File: config.mk
export PLATFORM = sky130hd
export DESIGN_NAME = pc_sequencer_flat
export DESIGN_NICKNAME = d
export VERILOG_FILES = /design/src/rtl/pcseq_pkg.sv /design/src/rtl/pc_sequencer_if.sv /design/src/rtl/pcseq_next_mux.sv /design/src/rtl/pc_sequencer.sv /design/src/flat_wrapper.sv
export SDC_FILE = /design/constraint.sdc
export NUM_CORES = 1
export LEC_CHECK = 0
export ABC_CLOCK_PERIOD_IN_PS = 2700
export CORE_ASPECT_RATIO = 1.4
export CORE_MARGIN = 2
export CORE_UTILIZATION = 47
export DETAILED_ROUTE_END_ITERATION = 8
export HOLD_SLACK_MARGIN = 0.06
export PLACE_DENSITY = 0.91
export SYNTH_ARGS = -nofsm -noshare
export SYNTH_HDL_FRONTEND = slang
export SYNTH_HIERARCHICAL = 1
export SYNTH_SLANG_ARGS = --single-unit
File: constraint.sdc
create_clock -name clk -period 2.7 [get_ports clk]
set_input_delay 0.27 -clock clk [delete_from_list [all_inputs] [get_ports clk]]
set_output_delay 0.27 -clock clk [all_outputs]
set_load 0.02 [all_outputs]
File: src/rtl/pcseq_pkg.sv
// Shared definitions for the next-PC sequencer: FSM encoding and default constants.
package pcseq_pkg;

  typedef enum logic [1:0] {
    ST_BOOT = 2'd0,
    ST_RUN  = 2'd1,
    ST_PEND = 2'd2
  } pcseq_state_e;

  localparam int          PCSEQ_ADDR_W     = 32;
  localparam logic [31:0] PCSEQ_RESET_PC   = 32'h0000_0000;
  localparam int          PCSEQ_INST_BYTES = 4;

endpackage

File: src/rtl/pc_sequencer_if.sv
// Fetch-stage bus between the pipeline (master) and the next-PC sequencer (slave).
interface pc_sequencer_if #(parameter int ADDR_W = 32);
  logic [ADDR_W-1:0] pc_i;
  logic              icache_stall_i;
  logic              dcache_stall_i;
  logic              hazard_i;
  logic              id_redirect_i;
  logic [ADDR_W-1:0] id_target_i;
  logic              ex_redirect_i;
  logic [ADDR_W-1:0] ex_target_i;
  logic [ADDR_W-1:0] pc_next_o;
  logic              pc_write_o;
  logic              pc_stall_o;
  logic              flush_if_o;
  logic              flush_id_o;
  logic              boot_o;

  modport master (
    output pc_i, icache_stall_i, dcache_stall_i, hazard_i,
           id_redirect_i, id_target_i, ex_redirect_i, ex_target_i,
    input  pc_next_o, pc_write_o, pc_stall_o, flush_if_o, flush_id_o, boot_o
  );

  modport slave (
    input  pc_i, icache_stall_i, dcache_stall_i, hazard_i,
           id_redirect_i, id_target_i, ex_redirect_i, ex_target_i,
    output pc_next_o, pc_write_o, pc_stall_o, flush_if_o, flush_id_o, boot_o
  );
endinterface

File: src/rtl/pcseq_next_mux.sv
// Next-PC priority select with target alignment; flushes here are raw (not yet gated by stall).
module pcseq_next_mux
  import pcseq_pkg::*;
#(
  parameter int ADDR_W     = PCSEQ_ADDR_W,
  parameter int INST_BYTES = PCSEQ_INST_BYTES
) (
  input  logic [ADDR_W-1:0] pc,
  input  logic              hazard,
  input  logic              id_redirect,
  input  logic [ADDR_W-1:0] id_target,
  input  logic              ex_redirect,
  input  logic [ADDR_W-1:0] ex_target,
  input  logic              pend_vld,
  input  logic [ADDR_W-1:0] pend_target,
  input  logic              pend_ex,
  output logic [ADDR_W-1:0] pc_next,
  output logic              pc_write,
  output logic              flush_if,
  output logic              flush_id,
  output logic [ADDR_W-1:0] ex_tgt_al,
  output logic [ADDR_W-1:0] id_tgt_al,
  output logic              id_take
);

  assign ex_tgt_al = {ex_target[ADDR_W-1:2], 2'b00};
  assign id_tgt_al = {id_target[ADDR_W-1:2], 2'b00};
  assign id_take   = id_redirect & ~hazard;

  // EX beats everything (it squashes the hazarding op); a pending redirect beats ID.
  always_comb begin
    pc_next  = pc + ADDR_W'(INST_BYTES);
    pc_write = 1'b1;
    flush_if = 1'b0;
    flush_id = 1'b0;
    if (ex_redirect) begin
      pc_next  = ex_tgt_al;
      flush_if = 1'b1;
      flush_id = 1'b1;
    end else if (pend_vld) begin
      pc_next  = pend_target;
      flush_if = 1'b1;
      flush_id = pend_ex;
    end else if (id_take) begin
      pc_next  = id_tgt_al;
      flush_if = 1'b1;
    end else if (hazard) begin
      pc_next  = pc;
      pc_write = 1'b0;
    end
  end

endmodule

File: src/rtl/pc_sequencer.sv
// Next-PC controller: BOOT/RUN/PEND FSM holding redirects that land during cache stalls.
// Optional PCSEQ_PERF_EN adds saturating stall and applied-redirect counters.
module pc_sequencer
  import pcseq_pkg::*;
#(
  parameter int                ADDR_W     = PCSEQ_ADDR_W,
  parameter logic [ADDR_W-1:0] RESET_PC   = ADDR_W'(PCSEQ_RESET_PC),
  parameter int                INST_BYTES = PCSEQ_INST_BYTES
) (
  input  logic             clk,
  input  logic             rst_n,
  pc_sequencer_if.slave    bus
`ifdef PCSEQ_PERF_EN
  ,
  output logic [31:0]      perf_stall_cnt_o,
  output logic [31:0]      perf_redirect_cnt_o
`endif
);

  pcseq_state_e      state_q, state_d;
  logic [ADDR_W-1:0] pend_tgt_q, pend_tgt_d;
  logic              pend_ex_q, pend_ex_d;

  logic              stall;
  logic [ADDR_W-1:0] mux_next, ex_al, id_al;
  logic              mux_wr, mux_fi, mux_fid, id_take;
  logic [ADDR_W-1:0] pc_next;
  logic              pc_write, flush_if, flush_id, boot;

  assign stall = bus.icache_stall_i | bus.dcache_stall_i;

  pcseq_next_mux #(.ADDR_W(ADDR_W), .INST_BYTES(INST_BYTES)) u_next_mux (
    .pc          (bus.pc_i),
    .hazard      (bus.hazard_i),
    .id_redirect (bus.id_redirect_i),
    .id_target   (bus.id_target_i),
    .ex_redirect (bus.ex_redirect_i),
    .ex_target   (bus.ex_target_i),
    .pend_vld    (state_q == ST_PEND),
    .pend_target (pend_tgt_q),
    .pend_ex     (pend_ex_q),
    .pc_next     (mux_next),
    .pc_write    (mux_wr),
    .flush_if    (mux_fi),
    .flush_id    (mux_fid),
    .ex_tgt_al   (ex_al),
    .id_tgt_al   (id_al),
    .id_take     (id_take)
  );

  always_ff @(posedge clk or negedge rst_n) begin
    if (!rst_n) begin
      state_q    <= ST_BOOT;
      pend_tgt_q <= '0;
      pend_ex_q  <= 1'b0;
    end else begin
      state_q    <= state_d;
      pend_tgt_q <= pend_tgt_d;
      pend_ex_q  <= pend_ex_d;
    end
  end

  always_comb begin
    state_d    = state_q;
    pend_tgt_d = pend_tgt_q;
    pend_ex_d  = pend_ex_q;
    pc_next    = mux_next;
    // While stalled the write is requested but the PC register holds on pc_stall.
    pc_write   = stall ? 1'b1 : mux_wr;
    flush_if   = mux_fi & ~stall;
    flush_id   = mux_fid & ~stall;
    boot       = 1'b0;
    case (state_q)
      ST_BOOT: begin
        pc_next  = RESET_PC;
        pc_write = rst_n;
        flush_if = 1'b0;
        flush_id = 1'b0;
        boot     = 1'b1;
        state_d  = ST_RUN;
      end
      ST_RUN: begin
        if (stall && (bus.ex_redirect_i || id_take)) begin
          state_d    = ST_PEND;
          pend_tgt_d = bus.ex_redirect_i ? ex_al : id_al;
          pend_ex_d  = bus.ex_redirect_i;
        end
      end
      ST_PEND: begin
        if (!stall) begin
          state_d = ST_RUN;
        end else if (bus.ex_redirect_i) begin
          pend_tgt_d = ex_al;
          pend_ex_d  = 1'b1;
        end
      end
      default: state_d = ST_BOOT;
    endcase
  end

  assign bus.pc_next_o  = pc_next;
  assign bus.pc_write_o = pc_write;
  assign bus.pc_stall_o = stall;
  assign bus.flush_if_o = flush_if;
  assign bus.flush_id_o = flush_id;
  assign bus.boot_o     = boot;

`ifdef PCSEQ_PERF_EN
  always_ff @(posedge clk or negedge rst_n) begin
    if (!rst_n) begin
      perf_stall_cnt_o    <= '0;
      perf_redirect_cnt_o <= '0;
    end else begin
      if (stall && perf_stall_cnt_o != 32'hFFFF_FFFF)
        perf_stall_cnt_o <= perf_stall_cnt_o + 32'd1;
      // Every applied redirect squashes IF/ID, so flush_if marks it exactly.
      if (flush_if && perf_redirect_cnt_o != 32'hFFFF_FFFF)
        perf_redirect_cnt_o <= perf_redirect_cnt_o + 32'd1;
    end
  end
`endif

endmodule
File: src/flat_wrapper.sv
// flat-port wrapper written by rule: the top's interface ports become plain ports
module pc_sequencer_flat import pcseq_pkg::*;
#(
  parameter int                ADDR_W     = PCSEQ_ADDR_W,
  parameter logic [ADDR_W-1:0] RESET_PC   = ADDR_W'(PCSEQ_RESET_PC),
  parameter int                INST_BYTES = PCSEQ_INST_BYTES
)
  (clk, rst_n, bus_pc_i, bus_icache_stall_i, bus_dcache_stall_i, bus_hazard_i, bus_id_redirect_i, bus_id_target_i, bus_ex_redirect_i, bus_ex_target_i, bus_pc_next_o, bus_pc_write_o, bus_pc_stall_o, bus_flush_if_o, bus_flush_id_o, bus_boot_o);
  pc_sequencer_if #(.ADDR_W(ADDR_W)) bus_i ();
  input  logic clk;
  input  logic rst_n;
  input wire logic [$bits(bus_i.pc_i)-1:0] bus_pc_i;
  input wire logic [$bits(bus_i.icache_stall_i)-1:0] bus_icache_stall_i;
  input wire logic [$bits(bus_i.dcache_stall_i)-1:0] bus_dcache_stall_i;
  input wire logic [$bits(bus_i.hazard_i)-1:0] bus_hazard_i;
  input wire logic [$bits(bus_i.id_redirect_i)-1:0] bus_id_redirect_i;
  input wire logic [$bits(bus_i.id_target_i)-1:0] bus_id_target_i;
  input wire logic [$bits(bus_i.ex_redirect_i)-1:0] bus_ex_redirect_i;
  input wire logic [$bits(bus_i.ex_target_i)-1:0] bus_ex_target_i;
  output wire logic [$bits(bus_i.pc_next_o)-1:0] bus_pc_next_o;
  output wire logic [$bits(bus_i.pc_write_o)-1:0] bus_pc_write_o;
  output wire logic [$bits(bus_i.pc_stall_o)-1:0] bus_pc_stall_o;
  output wire logic [$bits(bus_i.flush_if_o)-1:0] bus_flush_if_o;
  output wire logic [$bits(bus_i.flush_id_o)-1:0] bus_flush_id_o;
  output wire logic [$bits(bus_i.boot_o)-1:0] bus_boot_o;
  assign bus_i.pc_i = bus_pc_i;
  assign bus_i.icache_stall_i = bus_icache_stall_i;
  assign bus_i.dcache_stall_i = bus_dcache_stall_i;
  assign bus_i.hazard_i = bus_hazard_i;
  assign bus_i.id_redirect_i = bus_id_redirect_i;
  assign bus_i.id_target_i = bus_id_target_i;
  assign bus_i.ex_redirect_i = bus_ex_redirect_i;
  assign bus_i.ex_target_i = bus_ex_target_i;
  assign bus_pc_next_o = bus_i.pc_next_o;
  assign bus_pc_write_o = bus_i.pc_write_o;
  assign bus_pc_stall_o = bus_i.pc_stall_o;
  assign bus_flush_if_o = bus_i.flush_if_o;
  assign bus_flush_id_o = bus_i.flush_id_o;
  assign bus_boot_o = bus_i.boot_o;
  pc_sequencer #(.ADDR_W(ADDR_W), .RESET_PC(RESET_PC), .INST_BYTES(INST_BYTES)) u_core (.clk(clk), .rst_n(rst_n), .bus(bus_i));
endmodule
Yosys cells after proc, flatten, opt, wreduce, memory -nomap -nowiden

Index checks and enable logic that the tools add are counted.

Eq/ne operators: 6
Bitwise gates (word level): 6
Reduce and logical (&&, ||, !) cells: 6
Add/sub/neg operators: 1
Muxes and demuxes: 31

Operators with widths:

| kind                                                                    | count |
|---|---|
| 32-bit two-way mux                                                      | 9 |
| 32-bit case mux with 2 select lines                                     | 1 |
| 32-bit by 3-bit adder with 32-bit output, second input constant         | 1 |
| 1-bit two-way mux                                                       | 17 |
| 2-bit case mux with 3 select lines                                      | 1 |
| 2-bit two-way mux                                                       | 2 |
| 2-bit by 1-bit inequality test with 1-bit output, second input constant | 2 |
| 2-bit inequality test, second input constant                            | 2 |
| 4-bit AND reduction                                                     | 1 |
| 1-bit AND                                                               | 3 |
| 2-bit by 1-bit == test with 1-bit output, second input constant         | 1 |
| 2-bit == test, second input constant                                    | 1 |
| 2-bit logical NOT                                                       | 1 |
| 1-bit inverter                                                          | 2 |
| 1-bit case mux with 2 select lines                                      | 1 |
| 2-bit AND reduction                                                     | 1 |
| 2-bit nonzero test                                                      | 1 |
| 1-bit logical AND                                                       | 1 |
| 1-bit logical OR                                                        | 1 |
| 1-bit bitwise OR                                                        | 1 |

Output and inout port bits: 37
Input port bits: 103
Register bits after elaboration: 35
Logic and storage cells: 53

Logic depth before layout (Yosys ltp)

Gate-level depths: netlist of the first run.

Depth after elaboration: 7
Gate-level depth with buffers: 9
Mapped depth without buffers: 7

By module

The synthesis of the first run kept the hierarchy.

By module, submodules not included:

| module         | cells an instance | area an instance (sq um) | instances | seq. area each (sq um) |
|---|---|---|---|---|
| pcseq_next_mux | 325               | 2169.6                   | 1         | 0.0 |
| pc_sequencer   | 164               | 1990.7                   | 1         | 875.8 |

Worst setup path before layout of the first run

No wires, ideal clock.

Kind: register to output
Start point: register u_core.state_q[1]
End point: output bus_pc_next_o[14]
Buffers on the path: 2
Slack: 0.591 ns
Arrival time: 1.839 ns
Stages on the path, launching flop included: 8
Path through: dfrtp_1 and2b_1 buf_2 nor2_1 nand2_1 buf_1 o221ai_1 and2_1

Word-level cells in the longest chain between the ends: 4
Elaborated cells on any way between the ends: 5

Ends and longest elaborated chain:

| what                     | line                 | text |
|---|---|---|
| start: declaration       | pc_sequencer.sv:20   | `pcseq_state_e state_q, state_d;` |
| start signal: assignment | pc_sequencer.sv:57   | `state_q <= state_d;` |
| 2-bit == test            | pc_sequencer.sv:39   | `.pend_vld (state_q == ST_PEND),` |
| 32-bit two-way mux       | pcseq_next_mux.sv:40 | `end else if (pend_vld) begin` |
| 32-bit two-way mux       | pcseq_next_mux.sv:36 | `if (ex_redirect) begin` |
| via u_core.mux_next[14]  | pc_sequencer.sv:25   | `logic [ADDR_W-1:0] mux_next, ex_al, id_al;` |
| 32-bit two-way mux       | pc_sequencer.sv:73   | `case (state_q)` |
| end: declaration         | flat_wrapper.sv:20   | `output wire logic [$bits(bus_i.pc_next_o)-1:0] bus_pc_next_o;` |

The timed path passes the listed nets, and every way through them passes these cells.

Final worst setup path of the first run

Start point: input bus_pc_i[2]
End point: output bus_pc_next_o[28]

Word-level cells in the longest chain between the ends: 6

Ends and longest elaborated chain:

| what                                     | line                 | text |
|---|---|---|
| start: declaration                       | flat_wrapper.sv:12   | `input wire logic [$bits(bus_i.pc_i)-1:0] bus_pc_i;` |
| 32-bit by 3-bit adder with 32-bit output | pcseq_next_mux.sv:32 | `pc_next = pc + ADDR_W'(INST_BYTES);` |
| 32-bit two-way mux                       | pcseq_next_mux.sv:47 | `end else if (hazard) begin` |
| 32-bit two-way mux                       | pcseq_next_mux.sv:44 | `end else if (id_take) begin` |
| 32-bit two-way mux                       | pcseq_next_mux.sv:40 |  |
| 32-bit two-way mux                       | pcseq_next_mux.sv:36 |  |
| via u_core.mux_next[28]                  | pc_sequencer.sv:25   |  |
| 32-bit two-way mux                       | pc_sequencer.sv:73   |  |

The timed path passes the listed nets, and every way through them passes these cells.

==> flow_metrics.py, run 1 <==
metrics = {
    "outcome": {
        "outcome": "finished, final reports clean",
    },
    "clocking": {
        "htreeDepth": 2,
        "root_buffer": "clkbuf_16",
        "clkLatencyLatePin_ns": 0.28,
        "clk_pin_slew_ns": 0.06,
        "cts_buffers": 5,
        "clock-sinks": 35,
        "clockBufferDepth": 2,
        "cts_tree": "yes",
    },
    "synth": {
        "synth_ff_type": "dfrtp_1",
        "syn_area_sq_um": 4160,
        "ys_types": 55,
        "synth_edf_count": 0,
        "async_reset_ff_share_pct": 100,
        "seq_area_frac_synth_pct": 21.1,
        "ys_ff_latch": 35,
        "netlist_instances": 489,
        "ys.warnings.count": 6,
        "postSynthAreaPerCell_sq_um": 8.51,
    },
    "critical_path": {
        "crit_path_end_kind": "output pin",
        "cp_max_fo": 4,
        "crit_required_ns": 2.43,
        "max_stage_delay_ns": 0.50,
        "crit_slowest_cell": "clkdlybuf4s50_1",
        "startpoint_type": "input pin",
        "crit_chain": "clkdlybuf4s50_1, ha_2, and3b_2, nand4_4, buf_6, nor4_4, xnor2_1, o221ai_2, and2_1, buf_2",
        "critPathTopFamily": "buffers and inverters",
        "crit_arrival_ns": 2.34,
        "crit_type": "input pin to output pin",
        "crit_buf_inv": 3,
    },
    "global_route": {
        "track_usage_pct": 26.2,
        "gr-total-overflow": 0,
        "grt_max_degree": 39,
        "first_global_vias": 4338,
        "grt_antenna_before_repair": 0,
        "grt_pass1_wl_um": 20400,
    },
    "finish": {
        "nFillCells": 715,
        "synthToLayoutAreaGrowth_pct": 36.5,
        "fin_cells": 702,
        "final_util_pct": 65.9,
        "drive_gt1_share_pct": 24.6,
        "finalNetCount": 702,
        "num_antenna_cells": 0,
    },
    "routing": {
        "ant_nets": 0,
        "met3_length_um": 879,
        "routed.top_layer": "met4",
        "drc": 0,
        "first_pass_iters": 5,
        "vias": 4070,
        "wire_per_inst_um": 18.6,
        "dr.first_iter.drc_count": 313,
        "routed-wl-met2_um": 6780,
        "vias_per_cell": 5.80,
        "m1WireLength_um": 4980,
        "wl_um": 13100,
    },
    "timing": {
        "final-setup-viol-count": 0,
        "rsz0062_at_grt": "true",
        "fin_skew_ns": 0.00422,
        "hold_viol": 0,
        "fmax_mhz": 383,
        "tightest_slew_ns": 0.626,
        "slew_viol_final": 0,
        "min_period_over_period_pct": 96.6,
        "finalCriticalPeriod_ns": 2.61,
        "slew_headroom_pct": 58.3,
    },
    "die": {
        "ios": 140,
        "dieArea_sq_um": 9630,
        "die_w_um": 83.5,
        "row_count": 40,
        "start_util_pct": 48.3,
        "core_area_sq_um": 8610,
        "die_y_um": 115,
    },
    "placement": {
        "dpl.cell_count": 693,
        "io_buffers": 135,
        "gp_congestion": 0.908,
        "hpwl_um": 9690,
    },
    "power_and_ir_drop": {
        "leakage_uw": 0.00248,
        "vdd_drop_max_v": 0.000389,
        "p_per_area_nw_per_um2": 672,
    },
    "hold_path": {
        "hold_path.class": "input pin to async pin",
    },
    "job": {
        "max_cap_viol_count": 0,
    },
}
-- cell type report --
cell class              count  area [sq um]  share of cell area, %
flip-flops and latches     35           876                   15.4
multi-input cells         349          2690                   47.4
well taps                 105           131                   2.31
clock buffers               6           129                   2.27
repair buffers            195          1810                   31.8
inverters                  12          45.0                  0.793
-- cells by family after synthesis --
kind of cell / synth area share, %
AND/OR/NAND/NOR: 23.2
buffers and inverters: 16.3
AO/OA/AOI/OAI: 15.1
multiplexers: 18.3
flip-flops: 21.1
XOR/XNOR: 5.68
adder cells (fa/ha/maj): 0.301
other: 0.0901
-- power breakdown --
group	internal (uW)	switching, uW	total, uW
Combinational	1120	1190	2320
Clock	332	207	539
Sequential	799	154	953
-- repair_timing --
action                                  CTS  global route
buffers inserted                          2             1
endpoints found under the setup margin   28            25
gates cloned                              0             0
gates resized for setup                  46            38
pin swaps                                 5             4
hold buffers                              0             0
-- registers in the layout, indices dropped and copies added, names as in the netlist --
signal             flops
u_core/pend_ex_q       1
u_core/pend_tgt_q     32
u_core/state_q         2
-- per-stage QoR --
stage	cell area, sq um	setup TNS [ns]	total power (uW)	hold WS (ns)	worst slack [ns]
after floorplan	4170	0	2420	-0.0256	0.591
after global placement	5510	-4.38	3300	0.425	-0.265
after detailed placement	5510	-5.14	3400	0.434	-0.318
after CTS	5660	-0.0802	3830	0.140	-0.0802
after global routing	5680	-0.00183	4030	0.151	-0.00183
final	5680	0	3810	0.113	0.0911
-- Yosys cell counts, drive strengths merged (3+ instances only) --
cell type | n | area share (%)
o21ai | 19 | 2.4
a221o | 4 | 0.96
xnor2 | 14 | 2.9
a31oi | 5 | 0.75
and4 | 5 | 1.1
and3 | 22 | 3.3
mux2i | 3 | 0.72
nand3 | 18 | 2.4
xor2 | 13 | 2.7
inv | 12 | 1.1
o221ai | 15 | 4.2
mux2 | 65 | 18
a21oi | 34 | 4.1
nor3 | 5 | 0.72
nand4 | 5 | 1.1
dfrtp | 35 | 21
clkbuf | 20 | 1.8
nand2 | 35 | 3.2
and2 | 34 | 5.1
buf | 76 | 13
nor2 | 18 | 1.7
a221oi | 4 | 0.84
nor4 | 6 | 2.2
-- layer usage --
metal,up-vias,track usage [%]
met2,214,48.8
met1,1928,29.1
met5,-,0
met4,0,13.1
met3,40,3.95
li1,1888,-
-- worst paths after layout --
| path | from | endpoint | slack, ns | cells past startpoint |
|---|---|---|---|---|
| max | bus_pc_i[2] | bus_pc_next_o[28] | 0.09 | 10 |
| min | rst_n | u_core/pend_tgt_q[23]$_DFFE_PN0P_ | 0.11 | 2 |
| max reg2reg | u_core/state_q[0]$_DFFE_PN0P_ | u_core/pend_tgt_q[15]$_DFFE_PN0P_ | 0.65 | 6 |
| min reg2reg | u_core/pend_tgt_q[29]$_DFFE_PN0P_ | u_core/pend_tgt_q[29]$_DFFE_PN0P_ | 0.51 | 1 |
| max in group asynchronous | rst_n | u_core/pend_tgt_q[27]$_DFFE_PN0P_ | 2.22 | 2 |
| min in group clk | u_core/pend_tgt_q[29]$_DFFE_PN0P_ | u_core/pend_tgt_q[29]$_DFFE_PN0P_ | 0.51 | 1 |
-- worst reg2reg max path: stages, from the launching register on --
cell and delay, ns:
dfrtp_1 0.41, and2b_2 0.30, buf_12 0.19, and2_1 0.20
o21ai_4 0.19, buf_4 0.28, mux2_2 0.37
-- layout by cell type (no fill, tap or decap), types with 3 or more instances in the layout --
master / count
nor4_4: 5
dfrtp_1: 35
dlygate4sd2_1: 13
mux2_2: 35
a21oi_1: 34
a31oi_1: 5
o221ai_1: 8
xnor2_1: 14
buf_4: 51
mux2_1: 30
clkbuf_16: 5
nand4_1: 4
nor2_1: 14
buf_2: 7
clkbuf_2: 8
buf_6: 4
nor3_2: 3
buf_12: 5
mux2i_1: 3
and4_1: 5
o221ai_2: 7
a221o_1: 4
nand2_1: 35
xor2_1: 12
conb_1: 4
nand3_1: 16
o21ai_0: 18
and3_1: 22
dlymetal6s2s_1: 7
and2_1: 34
inv_1: 11
a221oi_1: 4
clkdlybuf4s50_1: 99
Note: power is estimated with default switching activity, not from simulation.
==> inputs of run 2 (changes only) <==
--- a/config.mk
+++ b/config.mk
@@ -11,4 +11,5 @@
 export CORE_UTILIZATION = 47
 export DETAILED_ROUTE_END_ITERATION = 8
+export GPL_ROUTABILITY_DRIVEN = 0
 export HOLD_SLACK_MARGIN = 0.06
 export PLACE_DENSITY = 0.91
==> constraint.sdc (replaced) <==
create_clock -name clk -period 2.7 [get_ports clk]
set_input_delay 0.54 -clock clk [delete_from_list [all_inputs] [get_ports clk]]
set_output_delay 0.54 -clock clk [all_outputs]
set_load 0.02 [all_outputs]
==> run 2 against run 1 <==
Effect of this change:
- the run now ends with setup timing left
- sequential power rose by 2%
- via count grew 9.9%
- clock skew is essentially flat
- routed wire length is 15% higher
- utilization increased by 4.6 points
- critical path type unchanged
==> flow_metrics.py, run 2 (synthesis gave the netlist of run 1 again) <==
metrics = {
    "outcome": {
        "outcome": "finished with violations",
        "violations": "setup timing",
    },
    "global_route": {
        "grt_max_degree": 36,
        "track_usage_pct": 29.6,
        "grt_pass1_wl_um": 22900,
        "first_global_vias": 4735,
        "grt_antenna_before_repair": 0,
        "gr-total-overflow": 0,
    },
    "finish": {
        "num_antenna_cells": 0,
        "reg_top3": "u_core/pend_tgt_q x32, u_core/state_q x2, u_core/pend_ex_q x1",
        "drive_gt1_share_pct": 37.0,
        "fin_area_sq_um": 6070,
        "finalNetCount": 732,
        "layout_commonest_cell": "buf_4",
        "synthToLayoutAreaGrowth_pct": 46.0,
        "regMostFlops": "u_core/pend_tgt_q",
        "final_cell_mix": "77 x buf_4, 69 x clkdlybuf4s50_1, 35 x mux2_2, 35 x dfrtp_1, 33 x nand2_1",
        "largest_reg_flops": 32,
    },
    "timing": {
        "fmax_mhz": 364,
        "tightest_slew_ns": 0.508,
        "hold_viol": 0,
        "slew_headroom_pct": 66.2,
        "setup_slack_ns": -0.0450,
        "min_period_over_period_pct": 102,
        "timing.hold.ws_ns": 0.411,
        "rsz0062_at_grt": "true",
        "finalCriticalPeriod_ns": 2.75,
        "fin_skew_ns": 0.00414,
        "tns_ns": -0.0450,
        "slew_viol_final": 0,
        "final-setup-viol-count": 1,
    },
    "routing": {
        "vias": 4473,
        "wire_per_inst_um": 20.4,
        "wl_um": 15000,
        "first_pass_iters": 7,
        "vias_per_cell": 6.09,
        "dr.first_iter.drc_count": 375,
        "drc": 0,
        "ant_nets": 0,
    },
    "job": {
        "max_cap_viol_count": 0,
    },
    "clocking": {
        "cts_tree": "yes",
        "clockBufferDepth": 2,
        "cts_buffers": 5,
        "htreeDepth": 2,
        "clock-sinks": 35,
        "clk_pin_slew_ns": 0.06,
        "clkLatencyLatePin_ns": 0.28,
        "root_buffer": "clkbuf_16",
    },
    "placement": {
        "place_area_sq_um": 5670,
        "io_buffers": 135,
        "hpwl_um": 10200,
    },
    "critical_path": {
        "crit_required_ns": 2.16,
        "cp_max_fo": 5,
        "ff2ff_path_depth": 7,
        "r2r_slack_ns": 0.55,
        "crit_type": "input pin to output pin",
        "crit_path_end_kind": "output pin",
        "timing.rr.start": "u_core/state_q[1]$_DFFE_PN0P_",
        "crit_slowest_cell": "nor4_4",
        "crit_arrival_ns": 2.21,
        "startpoint_type": "input pin",
        "reg2reg_to": "u_core/pend_tgt_q[4]$_DFFE_PN0P_",
        "crit_chain": "clkdlybuf4s15_1, nand4_1, nor4_4, buf_6, nand4_1, xor2_2, o221ai_2, and2_4, buf_6",
        "max_stage_delay_ns": 0.30,
    },
    "power_and_ir_drop": {
        "p_per_area_nw_per_um2": 687,
        "p_total_uw": 4170,
        "vdd_drop_max_v": 0.000410,
        "leakage_uw": 0.00270,
    },
    "die": {
        "dieArea_sq_um": 9630,
        "start_util_pct": 48.3,
        "die_w_um": 83.5,
        "die_y_um": 115,
        "ios": 140,
        "core_area_sq_um": 8610,
        "row_count": 40,
    },
    "hold_path": {
        "hold_path.class": "input pin to async pin",
    },
}
==> run 2: cell count changes in the layout (fill, tap and decap cells not counted), moves of 5 or more <==
cell             before  now
buf_2                 7   22
clkdlybuf4s15_1       1    8
nand3_1              16   11
clkdlybuf4s50_1      99   69
buf_4                51   77
buf_6                 4   24
clkbuf_2              8    2
==> run 2: critical path, delay by kind of cell <==
kind	cells	cell delay, ns
buffers and inverters	3	0.51
and+or+nand+nor	4	0.77
AOI/OAI and AO/OA	1	0.13
xor gates and xnor gates	1	0.25
==> run 2: timing repair <==
| item | CTS | global route |
|---|---|---|
| cloned | 1 | 0 |
| resized for setup | 231 | 63 |
| pin swaps | 31 | 36 |
| hold buffers | 0 | 0 |
| setup buffers | 8 | 2 |
| setup endpoints to repair | 33 | 27 |
==> run 2: worst max path at each step <==
| stage | start | endpoint | slack (ns) | cells past startpoint |
|---|---|---|---|---|
| CTS | bus_hazard_i | bus_pc_next_o[7] | 0.004 | 9 |
| floorplan | bus_hazard_i | bus_pc_next_o[23] | 0.23 | 7 |
| global route | bus_pc_i[2] | bus_pc_next_o[29] | -0.10 | 10 |
| global placement | bus_pc_i[2] | bus_pc_next_o[28] | -0.80 | 9 |
| finish | bus_pc_i[14] | bus_pc_next_o[29] | -0.05 | 9 |
| detailed placement | bus_pc_i[2] | bus_pc_next_o[26] | -0.91 | 9 |
==> run 2: stage by stage <==
step           instances  worst slack [ns]  utilization [%]
2_1_floorplan        492             0.230                -
3_3_place_gp         715            -0.805             65.8
3_5_place_dp         715            -0.908             65.8
4_1_cts              732           0.00400             68.9
5_1_grt              734            -0.100             70.6
6_report             734           -0.0450             70.6
==> run 2: area by class of cell <==
class                      instances  area [sq um]
tap                              105           131
inverter                          12          45.0
fill                             620          2530
multi-input combinational        349          2840
sequential                        35           876
timing repair buffer             225          2020
clock buffer                       8           156
==> run 2: routing by layer <==
layer  vias to the layer above  wire length [um]  GRT usage [%]
met5                         -                 0              0
met4                         0               675           15.3
met3                        73              1170           4.16
met2                       303              7900           56.6
met1                      2142              5270           31.7
li1                       1955                 -              -
==> run 2: where the power goes <==
group	switching [uW]	internal [uW]	total [uW]	leakage, uW
Clock	219	393	612	0.0000772
Combinational	1300	1280	2590	0.00221
Sequential	171	799	970	0.000410
Total	1690	2480	4170	0.00270
